`config.mk`:
```
export PLATFORM = sky130hd
export DESIGN_NAME = lcd_line_writer
export DESIGN_NICKNAME = d
export VERILOG_FILES = /design/src/rtl/lcd_line_writer.sv
export SDC_FILE = /design/constraint.sdc
export NUM_CORES = 1
export LEC_CHECK = 0
export CORE_MARGIN = 5
export CORE_UTILIZATION = 56
export CTS_CLUSTER_SIZE = 8
export DETAILED_ROUTE_END_ITERATION = 6
export DONT_BUFFER_PORTS = 1
export PLACE_DENSITY = 0.82
export SYNTH_ARGS = -nofsm -noshare
export SYNTH_HDL_FRONTEND = slang
export SYNTH_SLANG_ARGS = --single-unit
```
`constraint.sdc`:
```
create_clock -name CLK -period 5.1 [get_ports CLK]
set_clock_uncertainty 0.15 [all_clocks]
set_input_delay 1.53 -clock CLK [delete_from_list [all_inputs] [get_ports CLK]]
set_output_delay 1.53 -clock CLK [all_outputs]
set_load 0.01 [all_outputs]
```
`src/rtl/lcd_line_writer.sv`:
```
// lcd_line_writer
//   Drives an HD44780-style character LCD over an 8-bit bus. After reset (or on
//   INIT_REQ) it sends the function-set / display-on / entry-mode / clear init
//   sequence. On START it copies a NUM_LINES x CHARS character buffer to the
//   display. Each line is a DDRAM address command followed by CHARS data writes.
//
//   Optional feature: define LCD_AUTO_REFRESH_EN to add parameter
//   REFRESH_PERIOD. The block then starts a screen write by itself when it has
//   been idle for that long.
//
// Ports
//   CLK        clock; all logic runs on the rising edge
//   RESET      asynchronous, active-high reset
//   START      request one full-screen write (taken only in IDLE)
//   INIT_REQ   request a re-run of the init sequence (latched at any time)
//   BUSY       high whenever the FSM is not in IDLE
//   DONE       one-cycle pulse at the end of a screen write
//   CHAR_ADDR  buffer index = line*CHARS + column, held for the whole FETCH
//   CHAR_DATA  buffer byte, valid one cycle after CHAR_ADDR
//   LCD_RS/LCD_RW/LCD_E/LCD_DATA  HD44780 bus (RW is tied low)
//   STATE_DBG  current FSM state, for debug and checker binding
//
// Request semantics: START and INIT_REQ are level requests with no ready
// return. START is sampled only in IDLE; if it arrives while BUSY it is
// dropped, not queued. INIT_REQ is latched in any state. The latch is acted
// on when no bus transaction is in flight.
//
// Each bus transaction has three phases:
//   - 1 setup cycle with E low;
//   - CMD_HOLD cycles with E high;
//   - a wait with E low (CLR_WAIT after the clear command, CMD_WAIT otherwise).
// RS and DATA stay stable for the whole transaction. CMD_WAIT and CLR_WAIT
// must be at least 1.
module lcd_line_writer #(
    parameter int NUM_LINES = 2,
    parameter int CHARS     = 16,
    parameter int CMD_HOLD  = 12,
    parameter int CMD_WAIT  = 2000,
    parameter int CLR_WAIT  = 80000
`ifdef LCD_AUTO_REFRESH_EN
    ,
    parameter int REFRESH_PERIOD = 5000000
`endif
) (
    input  logic       CLK,
    input  logic       RESET,
    input  logic       START,
    input  logic       INIT_REQ,
    output logic       BUSY,
    output logic       DONE,
    output logic [((NUM_LINES*CHARS > 1) ? $clog2(NUM_LINES*CHARS) : 1)-1:0] CHAR_ADDR,
    input  logic [7:0] CHAR_DATA,
    output logic       LCD_RS,
    output logic       LCD_RW,
    output logic       LCD_E,
    output logic [7:0] LCD_DATA,
    output logic [3:0] STATE_DBG
);

    localparam int AW   = (NUM_LINES*CHARS > 1) ? $clog2(NUM_LINES*CHARS) : 1;
    localparam int LW   = (NUM_LINES > 1) ? $clog2(NUM_LINES) : 1;
    localparam int COLW = (CHARS > 1) ? $clog2(CHARS) : 1;
    localparam int MAXW = (CMD_HOLD > CMD_WAIT) ?
                          ((CMD_HOLD > CLR_WAIT) ? CMD_HOLD : CLR_WAIT) :
                          ((CMD_WAIT > CLR_WAIT) ? CMD_WAIT : CLR_WAIT);
    // Sized for the largest wait, so the counter never wraps.
    localparam int CW   = $clog2(MAXW + 1);

    localparam logic [CW-1:0]   HOLD_LAST = CW'(CMD_HOLD - 1);
    localparam logic [CW-1:0]   CMD_LAST  = CW'(CMD_WAIT - 1);
    localparam logic [CW-1:0]   CLR_LAST  = CW'(CLR_WAIT - 1);
    localparam logic [LW-1:0]   LINE_LAST = LW'(NUM_LINES - 1);
    localparam logic [COLW-1:0] COL_LAST  = COLW'(CHARS - 1);
    // Function set: 8-bit bus, 2-line mode unless only one line is used.
    localparam logic [7:0]      FS_CMD    = (NUM_LINES == 1) ? 8'h30 : 8'h38;

    typedef enum logic [3:0] {
        INIT_FS, INIT_ON, INIT_ENT, INIT_CLR, IDLE,
        SET_ADDR, FETCH, WRITE_CHAR, FINISH
    } state_t;

    typedef enum logic [1:0] {PH_SETUP, PH_HOLD, PH_WAIT} phase_t;

    state_t          state_q, state_n;
    phase_t          phase_q, phase_n;
    logic [CW-1:0]   cnt_q, cnt_n, wait_last;
    logic [7:0]      data_q, data_n;
    logic            rs_q, rs_n;
    logic [LW-1:0]   line_q, line_n;
    logic [COLW-1:0] col_q, col_n;
    logic            init_done_q, init_done_n;
    logic            start_pend_q, start_pend_n;
    logic            init_pend_q;
    logic            is_tx, tx_end, go_init, go_screen, init_wanted;
    logic            refresh_fire;

    // DDRAM set-address command for the start of each display line.
    function automatic logic [7:0] line_cmd(input int l);
        case (l)
            1:       line_cmd = 8'hC0;
            2:       line_cmd = 8'h94;
            3:       line_cmd = 8'hD4;
            default: line_cmd = 8'h80;
        endcase
    endfunction

`ifdef LCD_AUTO_REFRESH_EN
    localparam int RFW = $clog2(REFRESH_PERIOD + 1);
    localparam logic [RFW-1:0] RF_LAST = RFW'(REFRESH_PERIOD - 1);
    logic [RFW-1:0] refresh_cnt_q;

    // The count starts in the FINISH cycle, so an automatic write begins
    // REFRESH_PERIOD cycles after DONE. START restarts the count. The counter
    // saturates instead of wrapping.
    always_ff @(posedge CLK or posedge RESET) begin
        if (RESET) begin
            refresh_cnt_q <= '0;
        end else if (START || !(state_q == IDLE || state_q == FINISH)) begin
            refresh_cnt_q <= '0;
        end else if (refresh_cnt_q != RF_LAST) begin
            refresh_cnt_q <= refresh_cnt_q + RFW'(1);
        end
    end

    assign refresh_fire = (state_q == IDLE) && (refresh_cnt_q == RF_LAST);
`else
    assign refresh_fire = 1'b0;
`endif

    assign is_tx       = (state_q != IDLE) && (state_q != FETCH) && (state_q != FINISH);
    assign wait_last   = (state_q == INIT_CLR) ? CLR_LAST : CMD_LAST;
    assign init_wanted = init_pend_q | INIT_REQ;

    always_comb begin
        state_n      = state_q;
        phase_n      = phase_q;
        cnt_n        = cnt_q;
        data_n       = data_q;
        rs_n         = rs_q;
        line_n       = line_q;
        col_n        = col_q;
        init_done_n  = init_done_q;
        start_pend_n = start_pend_q;
        tx_end       = 1'b0;
        go_init      = 1'b0;
        go_screen    = 1'b0;

        if (is_tx) begin
            case (phase_q)
                PH_SETUP: begin
                    phase_n = PH_HOLD;
                    cnt_n   = '0;
                end
                PH_HOLD: begin
                    if (cnt_q == HOLD_LAST) begin
                        phase_n = PH_WAIT;
                        cnt_n   = '0;
                    end else begin
                        cnt_n = cnt_q + CW'(1);
                    end
                end
                default: begin
                    if (cnt_q == wait_last) tx_end = 1'b1;
                    else                    cnt_n  = cnt_q + CW'(1);
                end
            endcase
        end

        case (state_q)
            IDLE: begin
                // A START that arrives together with an init request waits
                // for the init sequence and then runs.
                if (!init_done_q || init_wanted) begin
                    go_init      = 1'b1;
                    start_pend_n = START;
                end else if (START || refresh_fire) begin
                    go_screen = 1'b1;
                end
            end
            FETCH: begin
                // Two cycles: address out, then capture the byte on the
                // edge that opens the WRITE_CHAR setup cycle.
                if (init_wanted) begin
                    go_init = 1'b1;
                end else if (cnt_q == '0) begin
                    cnt_n = CW'(1);
                end else begin
                    state_n = WRITE_CHAR;
                    phase_n = PH_SETUP;
                    cnt_n   = '0;
                    data_n  = CHAR_DATA;
                    rs_n    = 1'b1;
                end
            end
            FINISH: state_n = IDLE;
            default: begin
                if (tx_end) begin
                    phase_n = PH_SETUP;
                    cnt_n   = '0;
                    if (init_wanted) begin
                        go_init = 1'b1;
                    end else begin
                        case (state_q)
                            INIT_FS:  begin state_n = INIT_ON;  data_n = 8'h0C; end
                            INIT_ON:  begin state_n = INIT_ENT; data_n = 8'h06; end
                            INIT_ENT: begin state_n = INIT_CLR; data_n = 8'h01; end
                            INIT_CLR: begin
                                init_done_n = 1'b1;
                                if (start_pend_q) go_screen = 1'b1;
                                else              state_n   = IDLE;
                            end
                            SET_ADDR: state_n = FETCH;
                            WRITE_CHAR: begin
                                if (col_q != COL_LAST) begin
                                    col_n   = col_q + COLW'(1);
                                    state_n = FETCH;
                                end else if (line_q == LINE_LAST) begin
                                    state_n = FINISH;
                                end else begin
                                    line_n  = line_q + LW'(1);
                                    col_n   = '0;
                                    state_n = SET_ADDR;
                                    data_n  = line_cmd(int'(line_q) + 1);
                                    rs_n    = 1'b0;
                                end
                            end
                            default: state_n = IDLE;
                        endcase
                    end
                end
            end
        endcase

        if (go_screen) begin
            state_n      = SET_ADDR;
            phase_n      = PH_SETUP;
            cnt_n        = '0;
            line_n       = '0;
            col_n        = '0;
            data_n       = 8'h80;
            rs_n         = 1'b0;
            start_pend_n = 1'b0;
        end
        if (go_init) begin
            state_n = INIT_FS;
            phase_n = PH_SETUP;
            cnt_n   = '0;
            data_n  = FS_CMD;
            rs_n    = 1'b0;
        end
    end

    always_ff @(posedge CLK or posedge RESET) begin
        if (RESET) begin
            state_q      <= IDLE;
            phase_q      <= PH_SETUP;
            cnt_q        <= '0;
            data_q       <= 8'h00;
            rs_q         <= 1'b0;
            line_q       <= '0;
            col_q        <= '0;
            init_done_q  <= 1'b0;
            start_pend_q <= 1'b0;
            init_pend_q  <= 1'b0;
        end else begin
            state_q      <= state_n;
            phase_q      <= phase_n;
            cnt_q        <= cnt_n;
            data_q       <= data_n;
            rs_q         <= rs_n;
            line_q       <= line_n;
            col_q        <= col_n;
            init_done_q  <= init_done_n;
            start_pend_q <= start_pend_n;
            if (go_init)       init_pend_q <= 1'b0;
            else if (INIT_REQ) init_pend_q <= 1'b1;
        end
    end

    assign LCD_E     = (phase_q == PH_HOLD);
    assign LCD_RS    = rs_q;
    assign LCD_RW    = 1'b0;
    assign LCD_DATA  = data_q;
    assign BUSY      = (state_q != IDLE);
    assign DONE      = (state_q == FINISH);
    assign CHAR_ADDR = AW'(int'(line_q) * CHARS + int'(col_q));
    assign STATE_DBG = state_q;

endmodule

```
==> results.cfg <==
[power]
power_frac_seq = 0.403
intPower_mw = 0.652
leakage_nw = 1.19
power_frac_comb = 0.367
clkPwrFrac = 0.230
p_total_mw = 1.14
power.switching_mw = 0.484
switching_share = 0.426
powerDensity_nw_per_um2 = 392
irDropWorstVdd_mv = 0.261

[drt]
drt_iter0_drc = 374
drc = 0
drt_wl_total_um = 7860
drtPass1Iterations = 7
avgViaCountPerCell = 6.98
vias = 2787
postRouteAntennaNets = 0
wl_per_cell_um = 19.7

[timing]
hold_viol_final = 0
setup_viol = 0
worst_pin_slew_ns = 1.05
post-route-period-util = 0.679
rsz0062_at_grt = no
slew_viol_final = 0
worst_slack_ns = 1.63
fmax_ghz = 0.289
finalCriticalPeriod_ns = 3.47
relSlewSlack = 0.296
setup-tns-final_ns = 0

[floorplan]
die_h_um = 80.3
pin_count = 34
initial_core_util = 0.581
core.rowCount = 25
core_area_um2 = 4750
dieWidth_um = 80.3
dieArea_um2 = 6440

[yosys]
synthCells = 336
synth-simple-area-share = 0.277
synth_top_cell_by_area = dfrtp_1
synth-main-ff-cell = dfrtp_1
synthArstFlopShare = 1.00
synth_top_family_by_area = simple AND/OR/NAND/NOR gates
muxShareOfSynthArea = 0.0502
synth_seq_area_share = 0.363
ys_types = 66
synth_seq_cells = 40
yosys-top-cells-area = dfrtp_1 35%, a21oi_1 6.7%, nand2_1 4.8%
synthesis.area_um2 = 2760
syn-num-nets = 351
synth_adder_area_share = 0.0136
synth_top_area_share = 0.353
synth_edf_count = 0
syn_area_per_cell_um2 = 8.23
yosysWarnings = 0
synth-xor-area-share = 0.00634
synth-compound-area-share = 0.248

[final_layout]
synthToLayoutAreaGrowth_pct = 4.98
fin_cells = 399
final_common_cell = dfrtp_1
drive_gt1_frac = 0.0813
fin_nets = 346
antenna_cells = 0
final_cell_mix = 39 x dfrtp_1, 37 x a21oi_1, 35 x nand2_1

[global_routing]
grt_pass1_wl_um = 12900
antenna_found_initial = 0
grt_max_degree = 41
grt_usage = 0.255
globalRouteOverflowTotal = 0
grt_pass1_vias = 2692

[hold_path]
worstHoldPathType = reg -> reg

[clock_network]
path_clk_slew_ns = 0.08
cts_tree = done
cts_resized = 0
clock-sinks = 40
clockBufferDepth = 2
cts_inserted_buffers = 5
cts_root_buf = clkbuf_8
ctsHoldBuffers = 0
ctsHtreeMaxLevel = 2
clkLatencyLatePin_ns = 0.30
post_cts_buffers = 0

[placement]
dpl.cell_count = 391
post-dp-hpwl_um = 5680
portBuffers = 0
gp_congestion = 0.963
pre_cts_slack_ns = 1.40

[worst_setup_path]
cp.arrival_ns = 3.51
critPathKind = reg -> reg
cp.required_ns = 5.14
crit_fanout = 19
start_kind = flip-flop
endpoint_kind = flip-flop

[job]
drv_cap = 0

[run_status]
status = finished, final reports clean
[layer usage]
| metal | part of all wire | track usage |
|---|---|---|
| met3 | 0.095 | 0.0628 |
| met1 | 0.40 | 0.320 |
| met2 | 0.47 | 0.403 |
| met5 | 0 | 0 |
| met4 | 0.037 | 0.135 |
[critical path, stage by stage (launching register included)]
cell and delay [ns]:
dfrtp_1 0.76, nand2_2 0.19, or4_1 0.57, o22ai_1 0.57, a21oi_1 0.32, a22oi_4 0.42
mux2_2 0.37
[path summary, 6_finish.rpt]
kind	start	cells past startpoint	slack, ns	to
hold / removal	cnt_q[16]	1	0.39	cnt_q[16]
hold reg to reg	cnt_q[16]	1	0.39	cnt_q[16]
setup / recovery	STATE_DBG[0]	6	1.63	LCD_DATA[1]
max in group asynchronous	RESET	2	3.34	STATE_DBG[2]
setup reg to reg	STATE_DBG[0]	6	1.63	LCD_DATA[1]
min in group asynchronous	RESET	2	1.09	cnt_q[4]
[per-stage QoR]
step,util,hold WS [ns],instance area [um2]
after global routing,0.610,0.426,2900
after CTS,0.610,0.389,2900
after global placement,0.587,0.364,2790
after detailed placement,0.587,0.379,2790
final,0.610,0.391,2900
after floorplan,-,0.327,2760
[cell type report]
type	instances	area (um2)
clock buffers	5	68.8
flip-flops and latches	40	1000
fillers	428	1850
clock inverters	3	42.5
multi-input cells	270	1650
well taps	67	83.8
repair buffers	1	7.51
inverters	13	48.8
[cells in the mapped netlist (all sizes together), types with 6 or more instances]
| cell | instances |
|---|---|
| dfrtp | 39 |
| a21oi | 37 |
| nand2 | 36 |
| nor2 | 25 |
| o21ai | 19 |
| nand3 | 16 |
| nor3 | 16 |
| and3 | 12 |
| inv | 12 |
| a31oi | 10 |
| clkbuf | 7 |
| mux2 | 7 |
| buf | 6 |
| mux2i | 6 |
| nand4 | 6 |
[sequential cells by signal, indices dropped and copies added, names as in the netlist, 2 cells and up]
name       flops
col_q          4
phase_q        2
LCD_DATA       8
STATE_DBG      4
cnt_q         17
[power by group through the flow]
stage	Sequential [mW]	Combinational [mW]	Clock [mW]
finish	0.458	0.416	0.262
global route	0.469	0.454	0.280
detailed placement	0.462	0.402	0
CTS	0.456	0.403	0.263
global placement	0.462	0.394	0
floorplan	0.419	0.343	0
[logic make-up (layout without fill, tap and decap cells)]
| group | Yosys count | after routing |
|---|---|---|
| buffers and inverters | 26 | 22 |
| xor gates and xnor gates | 2 | 2 |
| other | 1 | 1 |
| muxes | 13 | 13 |
| adders and majority gates | 3 | 3 |
| AOI/OAI and AO/OA | 105 | 105 |
| DFF | 40 | 40 |
| and+or+nand+nor | 146 | 146 |
(Power assumes the default switching activity.)
